`src/rtl/data_mem_pkg.sv`:
```
// Shared definitions for the data-memory responder: MMIO register offsets,
// lane index type and the one-hot lane check used by the write decoder.
package data_mem_pkg;

  // Byte lane index within a 32-bit word
  typedef logic [1:0] lane_idx_t;

  // MMIO registers, encoded as word offsets (byte offset / 4) from MMIO_BASE
  typedef enum logic [1:0] {
    OFF_LED    = 2'd0,
    OFF_CYCLES = 2'd1,
    OFF_STORES = 2'd2,
    OFF_STATUS = 2'd3
  } mmio_off_t;

  // LED and STATUS are written through lane 0 only
  localparam lane_idx_t CTRL_LANE = 2'd0;

  // A store is legal only when exactly one lane is selected
  function automatic logic onehot4(input logic [3:0] v);
    return (v != 4'b0000) && ((v & (v - 4'd1)) == 4'b0000);
  endfunction

endpackage

```
`src/rtl/byte_lane_ram.sv`:
```
// Word-organised RAM built from four independent byte-lane arrays.
// Each lane has its own write enable; reads are asynchronous so the word
// at word_addr is visible in the same cycle.
module byte_lane_ram #(
  parameter int DEPTH_WORDS = 60,
  parameter int AW          = $clog2(DEPTH_WORDS)
) (
  input  logic          clk,
  input  logic [3:0]    lane_we,
  input  logic [AW-1:0] word_addr,
  input  logic [7:0]    wdata,
  output logic [31:0]   rdata
);

  for (genvar gi = 0; gi < 4; gi++) begin : g_lane
    logic [7:0] lane_mem [DEPTH_WORDS];

    // Store byte goes into this lane only when its enable is set
    always_ff @(posedge clk) begin
      if (lane_we[gi]) begin
        lane_mem[word_addr] <= wdata;
      end
    end

    assign rdata[8*gi +: 8] = lane_mem[word_addr];
  end

endmodule

```
`src/rtl/data_mem_responder.sv`:
```
// Responder end of the core's data-memory bus: byte-lane RAM plus an
// optional MMIO register window (LED, CYCLES, STORES, STATUS).
// Build option: define DATA_MEM_MMIO_EN to instantiate the MMIO window;
// without it, addresses at or above MMIO_BASE behave as unmapped space.
module data_mem_responder
  import data_mem_pkg::*;
#(
  parameter int         DEPTH_WORDS = 60,
  parameter logic [7:0] MMIO_BASE   = 8'hF0,
  parameter int         LED_W       = 8
) (
  input  logic             clk,
  input  logic             reset,
  input  logic [7:0]       access_address,
  input  logic [3:0]       byte_enable,
  input  logic             write_enable,
  input  logic [7:0]       data_write,
  output logic [31:0]      data_read,
  output logic [LED_W-1:0] led_out,
  output logic             bus_error
);

  localparam int AW        = $clog2(DEPTH_WORDS);
  localparam int RAM_BYTES = DEPTH_WORDS * 4;

  logic        is_ram;
  logic [3:0]  ram_we;
  logic [3:0]  ram_we_gated;
  logic [31:0] ram_rdata;
  logic        err_set;
  logic        bus_error_reg;
  logic        bus_error_next;
  logic        unused_addr_lsbs;

  // Bits [1:0] only say which byte the core wanted; lanes come from byte_enable
  assign unused_addr_lsbs = ^access_address[1:0];

  assign is_ram = ({24'd0, access_address} < 32'(RAM_BYTES));

  // A write landing while reset is held is dropped so no lane is half-updated
  assign ram_we_gated = ram_we & {4{reset}};

  byte_lane_ram #(
    .DEPTH_WORDS (DEPTH_WORDS),
    .AW          (AW)
  ) u_ram (
    .clk       (clk),
    .lane_we   (ram_we_gated),
    .word_addr (access_address[AW+1:2]),
    .wdata     (data_write),
    .rdata     (ram_rdata)
  );

`ifdef DATA_MEM_MMIO_EN
  logic             is_mmio;
  mmio_off_t        mmio_off;
  logic             led_wr;
  logic             cyc_clr;
  logic             sts_clr;
  logic             store_inc;
  logic [LED_W-1:0] led_reg;
  logic [LED_W-1:0] led_next;
  logic [31:0]      cycles_reg;
  logic [31:0]      cycles_next;
  logic [31:0]      stores_reg;
  logic [31:0]      stores_next;

  assign is_mmio  = (access_address >= MMIO_BASE);
  assign mmio_off = mmio_off_t'(access_address[3:2]);
`endif

  // Classify the store: RAM lane write, MMIO side effect, or bus error
  always_comb begin
    ram_we  = 4'b0000;
    err_set = 1'b0;
`ifdef DATA_MEM_MMIO_EN
    led_wr  = 1'b0;
    cyc_clr = 1'b0;
    sts_clr = 1'b0;
`endif
    if (write_enable && (byte_enable != 4'b0000)) begin
      if (!onehot4(byte_enable)) begin
        err_set = 1'b1;
      end else if (is_ram) begin
        ram_we = byte_enable;
`ifdef DATA_MEM_MMIO_EN
      end else if (is_mmio) begin
        case (mmio_off)
          OFF_LED:    led_wr  = byte_enable[CTRL_LANE];
          OFF_CYCLES: cyc_clr = 1'b1;
          OFF_STORES: err_set = 1'b1;
          default:    sts_clr = byte_enable[CTRL_LANE] & data_write[0];
        endcase
`endif
      end else begin
        err_set = 1'b1;
      end
    end
  end

`ifdef DATA_MEM_MMIO_EN
  // Next-state for MMIO registers; CYCLES clear beats its increment
  always_comb begin
    store_inc   = (|ram_we_gated) | led_wr;
    led_next    = led_wr ? LED_W'(data_write) : led_reg;
    cycles_next = cyc_clr ? 32'd0 : cycles_reg + 32'd1;
    stores_next = (store_inc && (stores_reg != 32'hFFFF_FFFF)) ? stores_reg + 32'd1
                                                               : stores_reg;
    bus_error_next = (bus_error_reg & ~sts_clr) | err_set;
  end

  // MMIO register state
  always_ff @(posedge clk or negedge reset) begin
    if (!reset) begin
      led_reg    <= '0;
      cycles_reg <= 32'd0;
      stores_reg <= 32'd0;
    end else begin
      led_reg    <= led_next;
      cycles_reg <= cycles_next;
      stores_reg <= stores_next;
    end
  end

  assign led_out = led_reg;
`else
  assign bus_error_next = bus_error_reg | err_set;
  assign led_out        = '0;
`endif

  // Sticky error flag; a new error on the clearing edge keeps it set
  always_ff @(posedge clk or negedge reset) begin
    if (!reset) begin
      bus_error_reg <= 1'b0;
    end else begin
      bus_error_reg <= bus_error_next;
    end
  end

  assign bus_error = bus_error_reg;

  // Combinational read mux; unmapped space reads as zero
  always_comb begin
    data_read = 32'h0;
    if (is_ram) begin
      data_read = ram_rdata;
`ifdef DATA_MEM_MMIO_EN
    end else if (is_mmio) begin
      case (mmio_off)
        OFF_LED:    data_read = 32'(led_reg);
        OFF_CYCLES: data_read = cycles_reg;
        OFF_STORES: data_read = stores_reg;
        default:    data_read = {31'd0, bus_error_reg};
      endcase
`endif
    end
  end

endmodule

```
`config.mk`:
```
export PLATFORM = sky130hd
export DESIGN_NAME = data_mem_responder
export DESIGN_NICKNAME = d
export VERILOG_FILES = /design/src/rtl/data_mem_pkg.sv /design/src/rtl/byte_lane_ram.sv /design/src/rtl/data_mem_responder.sv
export SDC_FILE = /design/constraint.sdc
export NUM_CORES = 2
export LEC_CHECK = 0
export CAP_MARGIN = 15
export CELL_PAD_IN_SITES_DETAIL_PLACEMENT = 1
export CELL_PAD_IN_SITES_GLOBAL_PLACEMENT = 1
export CORE_UTILIZATION = 45
export CTS_CLUSTER_DIAMETER = 40
export CTS_CLUSTER_SIZE = 20
export DETAILED_ROUTE_END_ITERATION = 6
export HOLD_SLACK_MARGIN = 0.03
export MAX_ROUTING_LAYER = met4
export PLACE_DENSITY_LB_ADDON = 0.25
export SYNTH_ARGS = -nofsm -noshare
export SYNTH_HDL_FRONTEND = slang
export SYNTH_SLANG_ARGS = --single-unit
export TNS_END_PERCENT = 30
```
`constraint.sdc`:
```
create_clock -name clk -period 3.25 [get_ports clk]
set_input_delay 0.65 -clock clk [delete_from_list [all_inputs] [get_ports clk]]
set_output_delay 0.65 -clock clk [all_outputs]
set_load 0.02 [all_outputs]
```
**Word-level counts from Yosys, hierarchy flattened**

Memories as Yosys holds them, arrays and structs flattened.
Cells that the tools add are included.

- Flip-flop bits (word level): 1
- Memory bits (writable): 1,920
- Bits of input ports: 23
- Output and inout bits: 41
- Logic and storage cells: 29
- Memories: 4

Memory list:

| memory | words | bits a word | rd ports | clocked after memory_dff | write ports | RTL line | RTL |
|---|---|---|---|---|---|---|---|
| u_ram.g_lane[0].lane_mem | 60 | 8 | 1 | 0 | 1 | byte_lane_ram.sv:16 | `logic [7:0] lane_mem [DEPTH_WORDS];` |
| u_ram.g_lane[1].lane_mem | 60 | 8 | 1 | 0 | 1 | byte_lane_ram.sv:16 |  |
| u_ram.g_lane[2].lane_mem | 60 | 8 | 1 | 0 | 1 | byte_lane_ram.sv:16 |  |
| u_ram.g_lane[3].lane_mem | 60 | 8 | 1 | 0 | 1 | byte_lane_ram.sv:16 |  |

- Add/subtract/negate cells: 1
- Order comparisons: 1
- Mux-type cells: 15
- Bitwise operators: 3
- Reductions and logical operators: 4

Operators by type and width:

| cell | number |
|---|---|
| $mux 32 | 1 |
| $mux 4 | 3 |
| $mux 1 | 11 |
| $and 4x4->4 | 2 |
| $lt 8x8->1 const B | 1 |
| $logic_not 4->1 | 1 |
| $reduce_bool 4->1 | 1 |
| $sub 4x1->4 const B | 1 |
| $logic_and 1x1->1 | 2 |
| $or 1x1->1 | 1 |

**Depth between registers and ports, before layout**

- Depth after elaboration: 9
- Mapped depth: 11
- Gate-level depth less buffers: 6

**By module**

A second synthesis with hierarchy kept.

- Cells, all modules: 4,377
- Area total of the unflattened synthesis: 74,674.1 um^2

By module, submodules not included:

| module | instances | cells each | area each (um^2) | seq. area each (um^2) |
|---|---|---|---|---|
| byte_lane_ram | 1 | 4,313 | 74,224.9 | 57,655.3 |
| data_mem_responder | 1 | 64 | 449.2 | 25.0 |

**Worst setup path before layout**

Ideal clock, no wire load.

- Kind: input to output
- Start: in access_address[7]
- End: out data_read[15]
- Data arrival time: 2.337 ns
- Slack: 0.263 ns
- Stages: 8
- Cells stage by stage: buf_2 > or3b_2 > clkbuf_1 > clkbuf_1 > nor3_1 > a21oi_1 > and3_1 > a31oi_1

- Longest elaborated chain between the ends: 2
- Elaborated cells on any way between the ends: 3
- Those cells by class: order compare: 1; mux: 1; memory: 1

Ends and longest elaborated chain:

| element | RTL line | RTL |
|---|---|---|
| start, declared | data_mem_responder.sv:14 | `input logic [7:0] access_address,` |
| $mem_v2 60x8 or $lt 8x8->1 (tied branches) | - |  |
| $mux 32 (*) | data_mem_responder.sv:145 | `if (is_ram) begin` |
| end, declared | data_mem_responder.sv:18 | `output logic [31:0] data_read,` |

Mark *: on every way between the ends. The rest lies on a longest branch, timed or not.

**Final worst setup path**

- Start: mem u_ram.g_lane[2].lane_mem[56][7]
- End: out data_read[23]

- Longest elaborated chain between the ends: 2

Ends and longest elaborated chain:

| element | RTL line |
|---|---|
| start, declared | byte_lane_ram.sv:16 |
| $mem_v2 60x8 | - |
| $mux 32 | data_mem_responder.sv:145 |

Every way passes these cells.

==> out/qor.txt <==
result of the run = finished, violations left
failing checks = setup timing
Relative slew margins = 0.382
Fin. Hold Viols = 0
critical path fanouts, max = 1
critical-path cell list = mux4_2, nand2_4, o221ai_2, or3_4, a2111oi_4, buf_4, a41oi_4, buf_6
per-cell routed wire length = 38.9 um
footprint of the multi-input gates = 0.0166 mm^2
first-pass GRT wire length = 412 mm
number of global-route vias before repair = 52153
vias post-DR = 52115
number of max-slew violations in the final report = 0
Worst path slowest cell = sky130_fd_sc_hd__mux4_2
final HPWL from detailed placement = 194 mm
slack of the worst reg-to-reg path = 2.60 ns
Chip Width = 409 um
average instance area after synthesis = 17.2 um^2
leakage power figure = 32.8 nW
crit-path max cell delay = 0.56 ns
number of routed nets with antenna violations = 0
Cells after Synth = 4327
detailed-route vias per instance = 6.69
total global routing overflow = 0
total of flip-flops plus latches after synthesis = 1921
Critical Path Sink Type = primary output
Post-layout nets = 5406
Synth area leaders = sky130_fd_sc_hd__edfxtp_1 77%, sky130_fd_sc_hd__a221oi_1 3.7%, sky130_fd_sc_hd__a22oi_1 2.4%
Starting DRT DRC Count = 8841
max capacitance violation total = 0
number of warnings issued by yosys = 0
netlist area before placement = 0.0746 mm^2
GR Util All Layers = 0.363
post-synthesis sequential area ratio = 0.773
drc violations = 0
most instantiated flip-flop cell in the synthesis netlist = sky130_fd_sc_hd__edfxtp_1
internal power consumption = 47.2 mW
final-report setup violation count = 32
fill cell total of the finished layout = 14799
I/O pins = 64
Switching Share = 0.238
Crit path buffers/inverters = 2
critical path's top delay family = multiplexers
Layout Skew = 0 ns
1st-pass router iterations = 6
met2 Usage GRT = 0.534
initial cell density of the core = 0.453
worst hold slack = 0.171 ns
required time of the critical path = 2.60 ns
gp weighted congestion = 0.966
pin count of the biggest net entering global routing = 108
insertion delay to the later sink of the worst-skew pair = 0.95 ns
vertical die dimension = 409 um
number of flops mapped to enable cells by yosys = 1920
number of buffers created by CTS = 278
setup slack of the critical path after layout = -0.742 ns
Yosys cell types = 79
global-route met1 utilization = 0.465
Combinational Power Share = 0.073
share of synthesized registers carrying an async set or reset = 0.000521
buffer type at the clock tree root = sky130_fd_sc_hd__clkbuf_16
Critical Path Source Type = flip-flop
number of core rows = 149
clk slew on worst S/H paths = 0.06 ns
Most Crowded Layer GR = met2
area of all sequential standard cells = 0.0577 mm^2
Port Buf Inserts = 53
Crit path arrival time = 3.34 ns
most frequent cell after synthesis = sky130_fd_sc_hd__edfxtp_1
fmax = 251 MHz
switching power = 14.7 mW
number of flip-flops in the largest register = 1920
pwr/cell area = 638 mW/mm^2
leading cell types by count after synthesis = 1920 x sky130_fd_sc_hd__edfxtp_1, 390 x sky130_fd_sc_hd__nor2_1, 316 x sky130_fd_sc_hd__a221oi_1
core outline area = 0.165 mm^2
total wire length = 303 mm
area leader, netlist = sky130_fd_sc_hd__edfxtp_1
number of sinks handled by clock tree synthesis = 1921
relative contribution of sequential cells to total power = 0.441
share of layout cells above drive strength 1 = 0.342
unrepaired setup endpoints after global routing = true
period utilisation layout = 1.23
routing usage on met3 = 0.0996
clock tree from TritonCTS = built
slew at the pin closest to its max-slew limit = 0.924 ns
clock group share of total power = 0.486
DIE AREA = 0.167 mm^2
Setup CP Type = reg -> out
buffers from clock root to sink, at most = 4
final worst path period need = 3.99 ns
antenna violations before repair = 14
area share of the largest cell type after synthesis = 0.773
Area Overhead vs Synth = 29.9%
Worst IR Drop VDD = 0.641 mV
Final Core Density = 0.588
count of H-tree levels built during CTS = 5
type of the tightest min-delay check = in -> reg
==> area by class of cell <==
class / instances / area share
flip-flops and latches: 1921 / 0.595
multi-input cells: 2071 / 0.171
repair buffers: 1107 / 0.111
clock buffers: 305 / 0.0744
well taps: 2189 / 0.0283
clock inverters: 173 / 0.0196
diodes: 22 / 0.000568
inverters: 4 / 0.000258
==> logic make-up after synthesis <==
family | share of synthesized area
DFF | 0.773
AOI/OAI and AO/OA | 0.107
and+or+nand+nor | 0.0389
buffers and inverters | 0.0250
muxes | 0.0553
adders and majority gates | 0.000134
other | 0.0000503
xor gates and xnor gates | 0.000117
==> per-stage QoR <==
| stage | power [mW] | cells | setup TNS, ns | cell area (um^2) | worst slack [ns] |
|---|---|---|---|---|---|
| 3_5_place_dp | 31.7 | 7221 | -749.23 | 85100 | -1.56 |
| 2_1_floorplan | 29.3 | 4334 | 0 | 74600 | 0.263 |
| 3_3_place_gp | 31.6 | 7220 | -705.97 | 85100 | -1.56 |
| 6_report | 61.9 | 7792 | -15.04 | 96900 | -0.742 |
| 4_1_cts | 61.5 | 7728 | -15.59 | 95700 | -0.814 |
| 5_1_grt | 62.9 | 7784 | -15.75 | 96900 | -0.760 |
==> path summary, 6_finish.rpt <==
kind | start | endpoint | cells after the start
worst min register to register | bus_error$_DFF_PN0_ | bus_error$_DFF_PN0_ | 1
worst max-delay path | u_ram.g_lane[2].lane_mem[56][7]$_DFFE_PP_ | data_read[23] | 8
worst min-delay path | data_write[2] | u_ram.g_lane[2].lane_mem[58][2]$_DFFE_PP_ | 1
max in group asynchronous | reset | bus_error$_DFF_PN0_ | 2
worst max register to register | bus_error$_DFF_PN0_ | bus_error$_DFF_PN0_ | 1
min in group asynchronous | reset | bus_error$_DFF_PN0_ | 2
==> repair_timing <==
action	CTS	global route
setup endpoints to repair	32	32
gates cloned	6	5
pin swaps	30	40
gates resized for setup	273	157
setup buffers	23	42
hold endpoints to repair	1	0
hold buffers	1	0
==> layout by cell type (no fill, tap or decap), types with 17 or more instances in the layout <==
cell type and n:
sky130_fd_sc_hd__edfxtp_1 1920, sky130_fd_sc_hd__buf_4 862, sky130_fd_sc_hd__nor2_1 380, sky130_fd_sc_hd__clkbuf_16 290
sky130_fd_sc_hd__a221oi_1 264, sky130_fd_sc_hd__a22oi_1 220, sky130_fd_sc_hd__mux2i_1 177, sky130_fd_sc_hd__nand2_1 148
sky130_fd_sc_hd__buf_12 129, sky130_fd_sc_hd__o21ai_0 83, sky130_fd_sc_hd__mux2_2 76, sky130_fd_sc_hd__a21oi_1 72
sky130_fd_sc_hd__o22ai_1 71, sky130_fd_sc_hd__mux4_2 64, sky130_fd_sc_hd__buf_6 59, sky130_fd_sc_hd__a221oi_2 45
sky130_fd_sc_hd__inv_6 40, sky130_fd_sc_hd__a22o_1 39, sky130_fd_sc_hd__nor3_1 27, sky130_fd_sc_hd__clkinvlp_4 26
sky130_fd_sc_hd__bufinv_16 25, sky130_fd_sc_hd__clkinv_4 25, sky130_fd_sc_hd__nand3_1 23, sky130_fd_sc_hd__a22oi_2 23
sky130_fd_sc_hd__clkinv_1 23, sky130_fd_sc_hd__diode_2 22, sky130_fd_sc_hd__o2bb2ai_1 20, sky130_fd_sc_hd__a31oi_1 20
sky130_fd_sc_hd__clkbuf_1 20, sky130_fd_sc_hd__o21ai_1 19, sky130_fd_sc_hd__clkinv_2 17
==> metal layers <==
layer,up-vias,part of all wire
met4,0,0.058
met3,964,0.13
li1,19965,-
met1,27044,0.37
met2,4142,0.45
met5,-,0
==> power by group through the flow <==
stage	clock (mW)	combinational [mW]	sequential, mW
after floorplan	0	1.47	27.8
after global placement	0	3.80	27.8
after detailed placement	0	3.88	27.8
after CTS	30.1	4.17	27.3
after global routing	31.0	4.55	27.3
final	30.1	4.50	27.3
Note: power is estimated with default switching activity, not from simulation.
